### src/rtl/mv_pred_sequencer_pkg.sv
// mv_seq_pkg: shared definitions for the motion-vector predictor sequencer.
//   state_t             - sequencer FSM state encoding (3 bits)
//   FH, FV, BH, BV      - PMV component indices (fwd-h, fwd-v, bwd-h, bwd-v)
//   ACK_TIMEOUT_DEFAULT - default decode-ack wait limit (timeout build only)
package mv_seq_pkg;

    typedef enum logic [2:0] {
        ST_IDLE     = 3'd0,
        ST_SEL      = 3'd1,
        ST_WAIT_MC  = 3'd2,
        ST_ISSUE    = 3'd3,
        ST_WAIT_ACK = 3'd4,
        ST_DONE     = 3'd5
    } state_t;

    localparam logic [1:0] FH = 2'd0;
    localparam logic [1:0] FV = 2'd1;
    localparam logic [1:0] BH = 2'd2;
    localparam logic [1:0] BV = 2'd3;

    localparam int unsigned ACK_TIMEOUT_DEFAULT = 15;

endpackage

### src/rtl/mv_pmv_regfile.sv
// mv_pmv_regfile: the four PMV predictor registers.
// Ports:
//   clk, rst        - clock, synchronous active-high reset
//   clr             - zero all four registers (wins over a same-cycle write)
//   we/waddr/wdata  - single write port, waddr uses FH/FV/BH/BV indices
//   fh, fv, bh, bv  - current register values
module mv_pmv_regfile
    import mv_seq_pkg::*;
#(
    parameter int unsigned W = 32
) (
    input  logic         clk,
    input  logic         rst,
    input  logic         clr,
    input  logic         we,
    input  logic [1:0]   waddr,
    input  logic [W-1:0] wdata,
    output logic [W-1:0] fh,
    output logic [W-1:0] fv,
    output logic [W-1:0] bh,
    output logic [W-1:0] bv
);

    logic [W-1:0] pmv [4];

    always_ff @(posedge clk) begin
        if (rst || clr) begin
            for (int unsigned i = 0; i < 4; i++) begin
                pmv[i] <= '0;
            end
        end else if (we) begin
            pmv[waddr] <= wdata;
        end
    end

    assign fh = pmv[FH];
    assign fv = pmv[FV];
    assign bh = pmv[BH];
    assign bv = pmv[BV];

endmodule

### src/rtl/mv_pred_sequencer.sv
// mv_pred_sequencer: per-macroblock controller between the motion_code /
// motion_residual parser and decode_motion_vector. Walks fwd-h, fwd-v,
// bwd-h, bwd-v (skipping absent directions), accepts one code/residual pair
// per component, issues a decode request with the current PMV and writes
// the returned prediction back. Values pass through unmodified.
// Ports:
//   mb_start/mb_fwd/mb_bwd/mb_intra - macroblock header (sampled on mb_start)
//   full_pel_fwd/full_pel_bwd       - forwarded as dmv_full_pel per direction
//   pmv_clear                       - slice-start PMV reset, any state
//   mc_valid/mc_ready/motion_code/motion_residual - upstream handshake
//   dmv_valid/dmv_pred/dmv_code/dmv_resid/dmv_full_pel - decode request
//   dmv_ack/dmv_result              - decoder response
//   busy, mb_done, mv_fh/fv/bh/bv   - status and current PMVs
//   err                             - sticky ack-timeout flag
// Optional feature: define MV_TIMEOUT_EN to abort a macroblock when no
// dmv_ack arrives within ACK_TIMEOUT cycles; otherwise err is tied 0.
module mv_pred_sequencer
    import mv_seq_pkg::*;
#(
    parameter int unsigned W           = 32,
    parameter int unsigned ACK_TIMEOUT = ACK_TIMEOUT_DEFAULT
) (
    input  logic         clk,
    input  logic         rst,
    input  logic         mb_start,
    input  logic         mb_fwd,
    input  logic         mb_bwd,
    input  logic         mb_intra,
    input  logic         full_pel_fwd,
    input  logic         full_pel_bwd,
    input  logic         pmv_clear,
    input  logic         mc_valid,
    output logic         mc_ready,
    input  logic [W-1:0] motion_code,
    input  logic [W-1:0] motion_residual,
    output logic         dmv_valid,
    output logic [W-1:0] dmv_pred,
    output logic [W-1:0] dmv_code,
    output logic [W-1:0] dmv_resid,
    output logic         dmv_full_pel,
    input  logic         dmv_ack,
    input  logic [W-1:0] dmv_result,
    output logic         busy,
    output logic         mb_done,
    output logic [W-1:0] mv_fh,
    output logic [W-1:0] mv_fv,
    output logic [W-1:0] mv_bh,
    output logic [W-1:0] mv_bv,
    output logic         err
);

    state_t       state;
    logic [2:0]   idx;        // 0..3 component, 4 = past the last one
    logic         fwd_q;
    logic         bwd_q;
    logic [W-1:0] pmv_sel;
    logic         pmv_we;
    logic         pmv_clr;

`ifdef MV_TIMEOUT_EN
    localparam int unsigned CNT_W = $clog2(ACK_TIMEOUT + 1);
    logic [CNT_W-1:0] ack_cnt;
`endif

    assign mc_ready = (state == ST_WAIT_MC);
    assign busy     = (state != ST_IDLE);
    assign pmv_we   = (state == ST_WAIT_ACK) && dmv_ack;
    assign pmv_clr  = pmv_clear || ((state == ST_IDLE) && mb_start && mb_intra);

    mv_pmv_regfile #(.W(W)) u_regfile (
        .clk   (clk),
        .rst   (rst),
        .clr   (pmv_clr),
        .we    (pmv_we),
        .waddr (idx[1:0]),
        .wdata (dmv_result),
        .fh    (mv_fh),
        .fv    (mv_fv),
        .bh    (mv_bh),
        .bv    (mv_bv)
    );

    always_comb begin
        pmv_sel = '0;
        case (idx[1:0])
            FH: pmv_sel = mv_fh;
            FV: pmv_sel = mv_fv;
            BH: pmv_sel = mv_bh;
            BV: pmv_sel = mv_bv;
            default: pmv_sel = '0;
        endcase
    end

    always_ff @(posedge clk) begin
        if (rst) begin
            state        <= ST_IDLE;
            idx          <= '0;
            fwd_q        <= 1'b0;
            bwd_q        <= 1'b0;
            dmv_valid    <= 1'b0;
            dmv_pred     <= '0;
            dmv_code     <= '0;
            dmv_resid    <= '0;
            dmv_full_pel <= 1'b0;
            mb_done      <= 1'b0;
`ifdef MV_TIMEOUT_EN
            ack_cnt      <= '0;
            err          <= 1'b0;
`endif
        end else begin
            dmv_valid <= 1'b0;
            mb_done   <= 1'b0;
            case (state)
                ST_IDLE: begin
                    if (mb_start) begin
                        if (mb_intra) begin
                            state <= ST_DONE;
                        end else begin
                            fwd_q <= mb_fwd;
                            bwd_q <= mb_bwd;
                            idx   <= '0;
                            state <= ST_SEL;
                        end
                    end
                end
                ST_SEL: begin
                    // idx < 2 is a fwd slot, 2..3 a bwd slot, 4 is exhausted.
                    if (!idx[2] && !idx[1] && fwd_q) begin
                        state <= ST_WAIT_MC;
                    end else if (!idx[2] && bwd_q) begin
                        if (!idx[1]) begin
                            idx <= {1'b0, BH};
                        end
                        state <= ST_WAIT_MC;
                    end else begin
                        state <= ST_DONE;
                    end
                end
                ST_WAIT_MC: begin
                    if (mc_valid) begin
                        dmv_code  <= motion_code;
                        dmv_resid <= motion_residual;
                        state     <= ST_ISSUE;
                    end
                end
                ST_ISSUE: begin
                    dmv_valid    <= 1'b1;
                    dmv_pred     <= pmv_sel;
                    dmv_full_pel <= idx[1] ? full_pel_bwd : full_pel_fwd;
`ifdef MV_TIMEOUT_EN
                    ack_cnt      <= '0;
`endif
                    state        <= ST_WAIT_ACK;
                end
                ST_WAIT_ACK: begin
                    if (dmv_ack) begin
                        idx   <= idx + 3'd1;
                        state <= ST_SEL;
                    end
`ifdef MV_TIMEOUT_EN
                    else if (ack_cnt == CNT_W'(ACK_TIMEOUT - 1)) begin
                        err   <= 1'b1;
                        state <= ST_DONE;
                    end else begin
                        ack_cnt <= ack_cnt + 1'b1;
                    end
`endif
                end
                ST_DONE: begin
                    mb_done <= 1'b1;
                    state   <= ST_IDLE;
                end
                default: state <= ST_IDLE;
            endcase
        end
    end

`ifndef MV_TIMEOUT_EN
    assign err = 1'b0;
`endif

endmodule
### config.mk
export PLATFORM = sky130hd
export DESIGN_NAME = mv_pred_sequencer
export DESIGN_NICKNAME = d
export VERILOG_FILES = /design/src/rtl/mv_pred_sequencer_pkg.sv /design/src/rtl/mv_pmv_regfile.sv /design/src/rtl/mv_pred_sequencer.sv
export SDC_FILE = /design/constraint.sdc
export NUM_CORES = 1
export LEC_CHECK = 0
export CAP_MARGIN = 20
export CORE_ASPECT_RATIO = 1.4
export CORE_MARGIN = 2
export CORE_UTILIZATION = 45
export CTS_BUF_LIST = sky130_fd_sc_hd__clkbuf_16
export CTS_CLUSTER_DIAMETER = 150
export DETAILED_ROUTE_END_ITERATION = 10
export PLACE_DENSITY = 0.82
export REMOVE_ABC_BUFFERS = 1
export SETUP_SLACK_MARGIN = 0.05
export SYNTH_ARGS = -nofsm -noshare
export SYNTH_HDL_FRONTEND = slang
export SYNTH_HIERARCHICAL = 1
export SYNTH_SLANG_ARGS = --single-unit
### constraint.sdc
create_clock -name clk -period 2.6 [get_ports clk]
set_input_delay 0.78 -clock clk [delete_from_list [all_inputs] [get_ports clk]]
set_output_delay 0.78 -clock clk [all_outputs]
set_load 0.02 [all_outputs]
==> summary.txt <==
Status
  – Status: finished, final reports clean

Hold path
  – Hold depth: 2
  – Worst min-delay path class: register to register

Critical path
  – R2R setup slack: 0.48 ns
  – CP Data Arrival Time: 1.65 ns
  – Reg2reg start: idx[1]
  – Max FO, Critical Path: 14
  – Required @ worst endpoint: 1.82 ns
  – R2r worst-path depth: 6
  – Startpoint types: register
  – Critical path origin: state[2]
  – Reg2reg end: dmv_pred[6]
  – Crit path capture: busy
  – CP endpoint kind: primary output
  – Worst Setup Path Type: register to primary output

STA
  – Setup TNS: 0 ns
  – Rel. slew slack: 0.530
  – Clk_skew: 0.0183 ns
  – Final period util: 0.933
  – Final Critical Period: around 2.4 ns
  – Highest clock rate: about 0.41 GHz
  – Hold Slack: 0.452 ns
  – Worst slew pin tran: 0.704 ns
  – Hold Vio Cnt, Final: 0
  – RSZ-0062 raised after global routing: false
  – Setup violators final: 0
  – Max Slew Vio Count: 0

Synth
  – Async S/R FF share, synth: 0
  – Cell area after synthesis: 0.00937 sq mm
  – Yosys reg bits: 235
  – Syn Area/Cell: 11.3 sq um
  – Most common cell in the netlist: nand2_1
  – Top cells by area, synth: edfxtp_1 41%, dfxtp_1 23%, and3_1 6.5%
  – Top post-synthesis cells by count: 161 x nand2_1, 128 x edfxtp_1, 107 x dfxtp_1
  – Sequential share of the synthesized area: 0.639
  – Synth Instances: 829
  – Post-synth EDFFs: around 130
  – Synth area leader: edfxtp_1
  – Predominant post-synthesis flop cell: edfxtp_1
  – Warnings from Yosys: 6
  – Post-synth top area share: 0.410
  – Synth cell types: 47

Route
  – Wire length per cell: roughly 20 microns
  – DR vias: 7,938
  – Vias per cell: 5.61
  – Post-route ant nets: 0
  – Initial DRC count: 734
  – Drc violations: 0
  – DR pass1 iterations: 6
  – Final wirelength: 27.9 mm

CTS
  – Clock Latency Late Sink: 0.51 ns
  – Root buffer cell: clkbuf_16
  – CTS tree: yes
  – Cts bufs inserted: 24
  – Post-CTS Hold Buffers: 0
  – Clk buf depth: 3
  – Post-CTS setup buffers: 0
  – Reg clk slew, reported paths: 0.06 ns
  – # H-tree levels: 1
  – Sink Count: 235

Global route
  – Tot GR Track Use: 0.244
  – Pin count of the biggest net entering global routing: 125
  – Global-route wire length before repair: 42.7 mm
  – Grt total ovfl: 0
  – GR Util met2: 0.428
  – GR Util met1: 0.273
  – Met3 Track Usage GR: 0.0631
  – Initial antenna violation count: 0
  – Busiest grt layer: met2
  – Vias in the first global route: between 8,000 and 9,000

Cells and area
  – Fin nets: between 1,000 and 1,500
  – Synth-to-layout area growth: 46.7%
  – Fraction of layout instances using a drive strength above 1: 0.0699
  – Post-route cell area: 0.0137 sq mm
  – N_diodes: 0
  – Fin util: 0.671
  – Fill cells: 1,471

Pwr
  – Pwr Density: between 600 and 700 mW/mm^2
  – Leak: 0.00530 uW
  – VDD IR max: 0.000606 V

Run
  – Max_cap viols: 0

Placement
  – I/O Buffers: 335
  – Post-DP HPWL: approximately 19 mm
  – Gpl congestion: 0.845
  – Dpl cell area: 0.0130 sq mm

Floorplanning
  – FP Rows: between 60 and 70
  – I/O Pins: 337
  – Die ar.: 0.0220 sq mm
  – Initial Util: 0.458
  – Die Span Y: 175 microns
  – Die width: 126 microns
  – Core ar.: roughly 0.020 sq mm
[layer usage]
metal | share of wire | vias up
met5 | 0 | -
met4 | 0.034 | 0
met3 | 0.11 | 72
met2 | 0.51 | 480
met1 | 0.35 | 3740
li1 | - | 3646
[worst max-delay path, cell delays in order (launching register included)]
cell and delay, ns:
dfxtp_2 0.39, or3_4 0.42, dlygate4sd2_1 0.33
[cells by family (layout without fill, tap and decap cells)]
kind of cell	count (synthesis)	in the layout	synth area share
other	1	1	0.000400
adders and majority gates	4	4	0.00534
AOI/OAI and AO/OA	184	184	0.133
and+or+nand+nor	323	323	0.177
DFF	235	235	0.639
buffers and inverters	78	407	0.0412
muxes	4	4	0.00427
[area by class of cell]
class	count	area, sq um	share of cell area
inverter	5	18.8	0.00137
tap	256	320	0.0233
clock buffer	26	651	0.0473
sequential	235	5990	0.436
multi-input combinational	516	3020	0.220
clock inverter	18	114	0.00828
timing repair buffer	358	3630	0.264
[power by group]
part	internal [uW]	switching (uW)	leakage, uW
logic	503	593	0.00259
registers	4070	123	0.00231
clock network	1910	1400	0.000392
[registers in the layout, indices dropped and copies added, names as in the netlist]
name,cells
bwd_q,1
u_regfile/pmv,128
dmv_valid,1
dmv_resid,32
dmv_pred,32
mb_done,1
dmv_full_pel,1
dmv_code,32
idx,3
state,3
fwd_q,1
[metrics by stage]
| step | instances | power [uW] | setup slack (ns) |
|---|---|---|---|
| 3_3_place_gp | 1370 | 5360 | 0.0995 |
| 4_1_cts | 1414 | 8670 | 0.0166 |
| 2_1_floorplan | 756 | 4680 | -1.30 |
| 6_report | 1414 | 8600 | 0.173 |
| 5_1_grt | 1414 | 8900 | 0.116 |
| 3_5_place_dp | 1370 | 5370 | 0.0448 |
[cell usage in the layout (no fill, tap or decap), types with 14 or more instances in the layout]
| master | instances |
|---|---|
| a21oi_1 | 71 |
| o21ai_0 | 36 |
| and3_1 | 96 |
| buf_4 | 14 |
| clkdlybuf4s50_1 | 332 |
| a22o_1 | 31 |
| a222oi_1 | 32 |
| and2_1 | 33 |
| dfxtp_1 | 104 |
| clkbuf_16 | 26 |
| edfxtp_1 | 128 |
| nand2_1 | 161 |
[worst min path at each step]
stage                  start             to  slack, ns
2_1_floorplan          fwd_q          fwd_q       0.46
3_3_place_gp   dmv_resid[20]  dmv_resid[20]       0.44
3_5_place_dp    dmv_code[14]   dmv_code[14]       0.45
4_1_cts         dmv_code[14]   dmv_code[14]       0.46
5_1_grt         dmv_code[24]   dmv_code[24]       0.47
6_report        dmv_code[14]   dmv_code[14]       0.45
[timing repair]
| action | in CTS | in global routing |
|---|---|---|
| gates resized for setup | 2 | 3 |
| setup endpoints to repair | 2 | 2 |
| pin swaps | 0 | 0 |
Note: power is estimated with default switching activity, not from simulation.
